<file path="src/rtl/div_monitor.sv">
// Watches a divided clock (clk1_in) and its trigger pulse against expected timing in clk50
// cycles. It locks onto a good source and flags period, pulse, missing-pulse and stall faults.
module div_monitor #(
    parameter int unsigned HALF_PERIOD  = 35_000_001,
    parameter int unsigned PULSE_OFFSET = 25_000_001,
    parameter int unsigned TOL          = 0,
    localparam int unsigned W           = $clog2(HALF_PERIOD + TOL + 2)
) (
    input  logic         clk50,
    input  logic         rst,
    input  logic         clk1_in,
    input  logic         pulse_in,
    output logic         locked,
    output logic         clk1_edge,
    output logic [W-1:0] half_period_meas,
    output logic         period_err,
    output logic         pulse_err,
    output logic         miss_err,
    output logic         stall_err,
    output logic [7:0]   err_cnt
);

    typedef enum logic [1:0] {IDLE, ACQ, LOCKED} state_t;

    localparam logic [W-1:0] SAT = W'(HALF_PERIOD + TOL + 1);

    state_t       state_q, state_d;
    logic         clk1_q;
    logic [W-1:0] cnt_q, cnt_d;
    logic         seen_q, seen_d;
    logic         locked_q, locked_d;
    logic         edge_q, edge_d;
    logic [W-1:0] meas_q, meas_d;
    logic         period_err_q, period_err_d;
    logic         pulse_err_q, pulse_err_d;
    logic         miss_err_q, miss_err_d;
    logic         stall_err_q, stall_err_d;
    logic [7:0]   err_cnt_q, err_cnt_d;
    logic         edge_c;

    function automatic logic within_tol(input logic [W-1:0] value, input int unsigned target);
        logic [31:0] v;
        v = 32'(value);
        return (v + TOL >= target) && (v <= target + TOL);
    endfunction

    always_comb begin
        edge_c       = clk1_in ^ clk1_q;
        state_d      = state_q;
        seen_d       = seen_q;
        meas_d       = meas_q;
        period_err_d = 1'b0;
        pulse_err_d  = 1'b0;
        miss_err_d   = 1'b0;
        stall_err_d  = 1'b0;

        if (edge_c)
            cnt_d = W'(1);
        else if (cnt_q == SAT)
            cnt_d = SAT;
        else
            cnt_d = cnt_q + W'(1);

        // cnt_q is both the measured interval on an edge cycle and the pulse offset otherwise
        case (state_q)
            IDLE: begin
                seen_d = 1'b0;
                if (edge_c)
                    state_d = ACQ;
            end
            ACQ: begin
                seen_d = 1'b0;
                if (edge_c) begin
                    meas_d = cnt_q;
                    if (within_tol(cnt_q, HALF_PERIOD))
                        state_d = LOCKED;
                end else if (cnt_d == SAT) begin
                    state_d = IDLE;
                end
            end
            LOCKED: begin
                if (pulse_in && (seen_q || !within_tol(cnt_q, PULSE_OFFSET)))
                    pulse_err_d = 1'b1;
                if (edge_c) begin
                    meas_d = cnt_q;
                    seen_d = 1'b0;
                    if (!(seen_q || pulse_in))
                        miss_err_d = 1'b1;
                    if (!within_tol(cnt_q, HALF_PERIOD)) begin
                        period_err_d = 1'b1;
                        state_d      = ACQ;
                    end
                end else begin
                    seen_d = seen_q | pulse_in;
                    if (cnt_d == SAT) begin
                        stall_err_d = 1'b1;
                        state_d     = IDLE;
                    end
                end
            end
            default: state_d = IDLE;
        endcase

        locked_d  = (state_d == LOCKED);
        edge_d    = edge_c;
        err_cnt_d = err_cnt_q;
        if ((period_err_d | pulse_err_d | miss_err_d | stall_err_d) && err_cnt_q != 8'hFF)
            err_cnt_d = err_cnt_q + 8'd1;
    end

    always_ff @(posedge clk50) begin
        if (!rst) begin
            state_q      <= IDLE;
            clk1_q       <= clk1_in;
            cnt_q        <= '0;
            seen_q       <= 1'b0;
            locked_q     <= 1'b0;
            edge_q       <= 1'b0;
            meas_q       <= '0;
            period_err_q <= 1'b0;
            pulse_err_q  <= 1'b0;
            miss_err_q   <= 1'b0;
            stall_err_q  <= 1'b0;
            err_cnt_q    <= '0;
        end else begin
            state_q      <= state_d;
            clk1_q       <= clk1_in;
            cnt_q        <= cnt_d;
            seen_q       <= seen_d;
            locked_q     <= locked_d;
            edge_q       <= edge_d;
            meas_q       <= meas_d;
            period_err_q <= period_err_d;
            pulse_err_q  <= pulse_err_d;
            miss_err_q   <= miss_err_d;
            stall_err_q  <= stall_err_d;
            err_cnt_q    <= err_cnt_d;
        end
    end

    assign locked           = locked_q;
    assign clk1_edge        = edge_q;
    assign half_period_meas = meas_q;
    assign period_err       = period_err_q;
    assign pulse_err        = pulse_err_q;
    assign miss_err         = miss_err_q;
    assign stall_err        = stall_err_q;
    assign err_cnt          = err_cnt_q;

endmodule

</file>
<file path="config.mk">
export PLATFORM = sky130hd
export DESIGN_NAME = div_monitor
export DESIGN_NICKNAME = d
export VERILOG_FILES = /design/src/rtl/div_monitor.sv
export SDC_FILE = /design/constraint.sdc
export NUM_CORES = 1
export LEC_CHECK = 0
export ABC_AREA = 1
export CORE_ASPECT_RATIO = 1.25
export CORE_MARGIN = 4
export CORE_UTILIZATION = 50
export DETAILED_ROUTE_END_ITERATION = 6
export PLACE_DENSITY = 0.8
export SLEW_MARGIN = 20
export SYNTH_ARGS = -nofsm -noshare
export SYNTH_HDL_FRONTEND = slang
export SYNTH_SLANG_ARGS = --single-unit
</file>
<file path="constraint.sdc">
create_clock -name clk50 -period 1.9 [get_ports clk50]
set_input_delay 0.57 -clock clk50 [delete_from_list [all_inputs] [get_ports clk50]]
set_output_delay 0.57 -clock clk50 [all_outputs]
set_load 0.02 [all_outputs]
</file>
== Word-level counts from Yosys, hierarchy flattened ==
Index checks and enable logic that the tools add are counted.

* Flip-flop bits (word level): 70
* Latch bits: 0
* Memory bits (writable): 0
* ROM bits: 0
* Input port bits: 4
* Output and inout port bits: 40
* Word-level logic and storage cells: 63
* Memories kept: 0

* Add/sub/neg operators: 2
* Multiply operators: 0
* Divide/modulo/power cells: 0
* Magnitude comparators: 4
* Eq/ne operators: 6
* Shift-type cells: 0
* Muxes and demuxes: 22
* Bitwise logic cells: 5
* Reductions and logical operators: 12

{| class="wikitable"
|+ Operator list
! operator !! number
|-
| equality test 26 bit, second input constant || 2
|-
| 2-to-1 mux 26 bit || 2
|-
| adder 26 x 1 -> 26 bit, second input constant || 1
|-
| greater-or-equal comparator 26 x 25 -> 1 bit, second input constant || 1
|-
| greater-or-equal comparator 26 bit, second input constant || 1
|-
| less-or-equal comparator 26 x 25 -> 1 bit, second input constant || 1
|-
| less-or-equal comparator 26 bit, second input constant || 1
|-
| 2-to-1 mux 1 bit || 12
|-
| 2-to-1 mux 2 bit || 6
|-
| adder 8 x 1 -> 8 bit, second input constant || 1
|-
| inequality test 8 bit, second input constant || 1
|-
| case mux 2 bit (3 select lines) || 1
|-
| equality test 2 bit, second input constant || 2
|-
| logical AND 1 bit || 4
|-
| OR 1 bit || 4
|-
| OR reduction 2 bit || 2
|-
| equality test 2 x 1 -> 1 bit, second input constant || 1
|-
| logical NOT 2 bit || 1
|-
| logical OR 1 bit || 2
|-
| case mux 1 bit (2 select lines) || 1
|-
| AND reduction 2 bit || 1
|-
| nonzero test 2 bit || 1
|-
| logical NOT 1 bit || 1
|-
| XOR 1 bit || 1
|}

== Longest topological paths before layout ==
* Depth after elaboration: 11
* Mapped depth: 18
* Mapped depth without buffers: 17

== Worst setup path before layout ==
OpenSTA, ideal clock, no wires.

* Kind: input port to flip-flop
* From: in clk1_in
* To: reg err_cnt_q[0], in the netlist err_cnt[0]
* Setup time: 0.115 ns
* Data arrival time: 1.883 ns
* Data required time: 1.785 ns
* Slack: -0.098 ns
* Stages: 13
* Path through: or2_2 nand2_1 buf_2 nand3_1 nor2_1 nand3_1 nor2_1 nand3_1 nand2_2 buf_6 nand3_1 nand2_1 nor2_1

* Cells in the longest elaborated chain, start to end: 8

{| class="wikitable"
|+ RTL lines
! what !! RTL line !! text
|-
| start: declaration || 11 || <nowiki>input logic clk1_in,</nowiki>
|-
| XOR 1 bit * || 48 || <nowiki>edge_c = clk1_in ^ clk1_q;</nowiki>
|-
| 2-to-1 mux 26 bit || 57 || <nowiki>if (edge_c)</nowiki>
|-
| equality test 26 bit || 95 || <nowiki>if (cnt_d == SAT) begin</nowiki>
|-
| 2-to-1 mux 1 bit || 95 ||
|-
| 2-to-1 mux 1 bit || 84 || <nowiki>if (edge_c) begin</nowiki>
|-
| 2-to-1 mux 1 bit || 65 || <nowiki>case (state_q)</nowiki>
|-
| OR 1 bit * || 107 || <nowiki>if ((period_err_d | pulse_err_d | miss_err_d | stall_err_d) && err_cnt_q != 8'hFF)</nowiki>
|-
| logical AND 1 bit * || 107 ||
|-
| end signal: assignment || 137 || <nowiki>err_cnt_q <= err_cnt_d;</nowiki>
|-
| end: declaration || 38 || <nowiki>logic [7:0] err_cnt_q, err_cnt_d;</nowiki>
|}

Mark *: on every way between the ends. The rest lies on a longest branch, timed or not.
A chain may end at the register's enable or synchronous reset.

== Worst setup path after layout ==
* From: reg cnt_q[5]
* To: reg err_cnt_q[4], in the netlist err_cnt[4]

* Cells in the longest elaborated chain, start to end: 11

{| class="wikitable"
|+ RTL lines
! what !! RTL line !! text
|-
| start: declaration || 29 || <nowiki>logic [W-1:0] cnt_q, cnt_d;</nowiki>
|-
| start signal: assignment || 128 || <nowiki>cnt_q <= cnt_d;</nowiki>
|-
| parallel branches: the longest is 9 deep, another holds adder 26 x 1 -> 26 bit || n/a ||
|-
| OR 1 bit * || 107 ||
|-
| logical AND 1 bit * || 107 ||
|}

Every way passes the cells marked *.

==> impl_metrics.py <==
metrics = {
    "finish": {
        "nNetsFinal": 748,
        "antenna_cells_inserted": 0,
        "layout.filler_cells": 450,
        "relative_area_change_from_synthesis_to_final_layout_pct": 59.1,
        "stdcell_count": 830,
        "ratio_of_cells_with_drive_above_1_in_the_final_layout_pct": 34.7,
    },
    "clock_tree": {
        "maximum_level_of_the_cts_h_tree": 3,
        "cts_num_sinks": 70,
        "clk_latency_ns": 0.37,
        "cts-root-buf": "sky130_fd_sc_hd__clkbuf_8",
        "cts_inserted_buffers": 9,
        "tritoncts": "yes",
        "clk_pin_slew_ns": 0.09,
        "max-clock-path-buffers": 2,
    },
    "timing": {
        "report.final.slew_viol_count": 0,
        "rsz_0062_raised_after_global_routing": "yes",
        "slew_headroom_pct": 72.1,
        "fin_ws_ns": -0.512,
        "fmax_ghz": 0.415,
        "setup_violations": 14,
        "final.period_utilization_pct": 127,
        "skew_ns": 0.0164,
        "final.hold.worst_slack_ns": 0.465,
        "max_slew.worst_pin.slew_ns": 0.414,
        "totalNegativeSetupSlack_ns": -5.55,
        "post-route-min-period_ns": 2.41,
        "finalHoldViolations": 0,
    },
    "synth": {
        "synth_top_flop_cell": "sky130_fd_sc_hd__dfxtp_1",
        "synth_async_sr_flop_share_pct": 0,
        "synth_top_area_share_pct": 38.2,
        "synth-edff-count": 0,
        "post-synth-top-area-cell": "sky130_fd_sc_hd__dfxtp_1",
        "yosys.cell_types.count": 32,
        "post_synth.cell_area_avg_um2": 6.64,
        "post_synth_main_area_contributors": "sky130_fd_sc_hd__dfxtp_1, sky130_fd_sc_hd__nand2_1, sky130_fd_sc_hd__nand3_1",
        "synthesis.instances": 552,
        "synth_common_cells": "sky130_fd_sc_hd__nand2_1, sky130_fd_sc_hd__nand3_1, sky130_fd_sc_hd__nor2_1",
        "synthesized_cell_area_um2": 3670,
        "yosysMostFrequentCell": "sky130_fd_sc_hd__nand2_1",
        "synth_seq_cells": 70,
        "synth_fp_nets": 565,
        "yosys_warnings": 0,
        "ys_seq_area_share_pct": 38.2,
    },
    "detailed_routing": {
        "detail_route.drc_violations": 0,
        "drt-initial-drc-count": 317,
        "drt-pass1-iter-count": 5,
        "viasPerCell": 5.48,
        "vias": 4549,
        "detail_route.wirelength_mm": 14.3,
        "wl_per_cell_um": 17.3,
        "antenna_left": 0,
    },
    "power": {
        "ir_drop_mv": 0.569,
        "totalPowerFinal_mw": 2.99,
        "p_per_area_nw_per_um2": 513,
        "p_leak_nw": 2.71,
    },
    "placement": {
        "dp.final_hpwl_mm": 9.60,
        "count_of_input_and_output_buffers": 43,
        "place.gp.congestion": 0.991,
        "placedCellCount": 792,
        "dp_worst_setup_slack_ns": -0.731,
    },
    "run_status": {
        "violations": "setup timing",
        "outcome": "finished with violations",
    },
    "critical_path": {
        "critical_path_required_ns": 2.20,
        "critPathKind": "reg2reg",
        "path_max_fanout": 6,
        "worst_setup_path_start_kind": "flop",
        "critPathCaptureType": "flop",
        "worst_ep_arrival_time_ns": 2.72,
    },
    "global_routing": {
        "grt_pass1_vias": 4303,
        "grt_util_met2_pct": 51.7,
        "grt_pass1_wl_mm": 20.8,
        "grtUsageTotal_pct": 29.5,
        "grt_util_met3_pct": 4.77,
        "gr-usage-met1_pct": 34.9,
        "top_usage_layer": "met2",
        "grt_antenna_before_repair": 0,
        "overflow": 0,
        "maximum_number_of_pins_on_one_net_before_global_route_repair": 33,
    },
    "run": {
        "maxCapViolations": 0,
    },
    "floorplan": {
        "die-area_um2": 8770,
        "core.rowCount": 34,
        "core_area_um2": 7060,
        "fp.dieW_um": 84.6,
        "die_h_um": 104,
        "start_util_pct": 51.9,
        "io_pins": 44,
    },
    "hold_path": {
        "min_path_type": "reg2reg",
    },
}
[through the flow]
stage	instance area [µm²]	utilization (%)
final	5830	82.6
after CTS	5580	79.0
after global placement	5150	72.9
after global routing	5830	82.6
after detailed placement	5150	72.9
after floorplan	3700	-
[kinds of logic (layout without fill, tap and decap cells)]
family | count (synthesis) | count (layout) | synth area share, %
flip-flops | 70 | 70 | 38.2
adder cells (fa/ha/maj) | 9 | 9 | 3.07
AO/OA/AOI/OAI | 60 | 60 | 8.67
AND/OR/NAND/NOR | 335 | 335 | 40.3
buffers and inverters | 68 | 256 | 7.34
XOR/XNOR | 10 | 10 | 2.39
[final timing paths]
check | startpoint | to | slack [ns] | cells past startpoint
worst max register to register | cnt_q[5] | err_cnt[4] | -0.51 | 14
worst min-delay path | half_period_meas[5] | half_period_meas[5] | 0.47 | 2
worst min register to register | half_period_meas[5] | half_period_meas[5] | 0.47 | 2
worst max-delay path | cnt_q[5] | err_cnt[4] | -0.51 | 14
[what timing repair did]
action	CTS	global route
buffers inserted	17	5
resized for setup	50	62
setup endpoints to repair	33	29
hold buffers	0	0
pin swaps	27	21
[sequential cells by signal, indices dropped and copies added, names as in the netlist]
name	cells
err_cnt	8
pulse_err	1
half_period_meas	26
state_q	2
miss_err	1
locked	1
clk1_edge	1
period_err	1
cnt_q	26
stall_err	1
seen_q	1
clk1_q	1
[report_power, final]
part           total (mW)  internal (mW)  switching [mW]
Sequential           1.48           1.47          0.0103
Combinational       0.269          0.100           0.169
Clock                1.24          0.596           0.644
Total                2.99           2.17           0.823
[critical path: stages, from the launching register on]
cell and delay [ns]:
sky130_fd_sc_hd__dfxtp_1 0.35, sky130_fd_sc_hd__buf_4 0.15, sky130_fd_sc_hd__inv_1 0.09, sky130_fd_sc_hd__nand4_1 0.22
sky130_fd_sc_hd__nor2_1 0.19, sky130_fd_sc_hd__nand3_2 0.12, sky130_fd_sc_hd__and2_4 0.20, sky130_fd_sc_hd__nor2_2 0.12
sky130_fd_sc_hd__nand3_1 0.09, sky130_fd_sc_hd__nor2_1 0.18, sky130_fd_sc_hd__nand3_2 0.13, sky130_fd_sc_hd__nand2_4 0.15
sky130_fd_sc_hd__buf_12 0.13, sky130_fd_sc_hd__nand3_1 0.07, sky130_fd_sc_hd__a21oi_1 0.14
[placed cells by master (no fill, tap or decap), types with 3 or more instances in the layout]
| cell | instances |
|---|---|
| sky130_fd_sc_hd__nor2_2 | 22 |
| sky130_fd_sc_hd__a21oi_1 | 36 |
| sky130_fd_sc_hd__buf_12 | 4 |
| sky130_fd_sc_hd__nor2_1 | 60 |
| sky130_fd_sc_hd__inv_1 | 46 |
| sky130_fd_sc_hd__dlymetal6s2s_1 | 16 |
| sky130_fd_sc_hd__o21bai_1 | 3 |
| sky130_fd_sc_hd__nand2_2 | 12 |
| sky130_fd_sc_hd__xor2_1 | 7 |
| sky130_fd_sc_hd__clkdlybuf4s50_1 | 17 |
| sky130_fd_sc_hd__nor3_1 | 9 |
| sky130_fd_sc_hd__nand2_1 | 120 |
| sky130_fd_sc_hd__clkbuf_8 | 10 |
| sky130_fd_sc_hd__o21ai_1 | 3 |
| sky130_fd_sc_hd__ha_1 | 7 |
| sky130_fd_sc_hd__buf_4 | 143 |
| sky130_fd_sc_hd__nand2_4 | 6 |
| sky130_fd_sc_hd__nand3_1 | 71 |
| sky130_fd_sc_hd__dfxtp_1 | 56 |
| sky130_fd_sc_hd__dlygate4sd2_1 | 10 |
| sky130_fd_sc_hd__dfxtp_2 | 11 |
| sky130_fd_sc_hd__nand4_1 | 7 |
| sky130_fd_sc_hd__nor2_4 | 5 |
| sky130_fd_sc_hd__nand3_2 | 12 |
| sky130_fd_sc_hd__o21ai_0 | 7 |
| sky130_fd_sc_hd__dfxtp_4 | 3 |
| sky130_fd_sc_hd__a21oi_2 | 8 |
[cell type report]
| cell class | instances | area (µm²) | share of cell area (%) |
|---|---|---|---|
| clock inverters | 5 | 37.5 | 0.644 |
| repair buffers | 191 | 1620 | 27.8 |
| well taps | 90 | 113 | 1.93 |
| flip-flops and latches | 70 | 1430 | 24.5 |
| clock buffers | 11 | 163 | 2.79 |
| multi-input cells | 414 | 2290 | 39.2 |
| inverters | 49 | 184 | 3.15 |
[routing by layer]
metal	up-vias	share of wire, %
met5	-	0
met2	188	52
met1	2174	39
met3	31	5.5
met4	0	2.9
li1	2156	-
No activity file was read; power rests on OpenSTA's default activity.
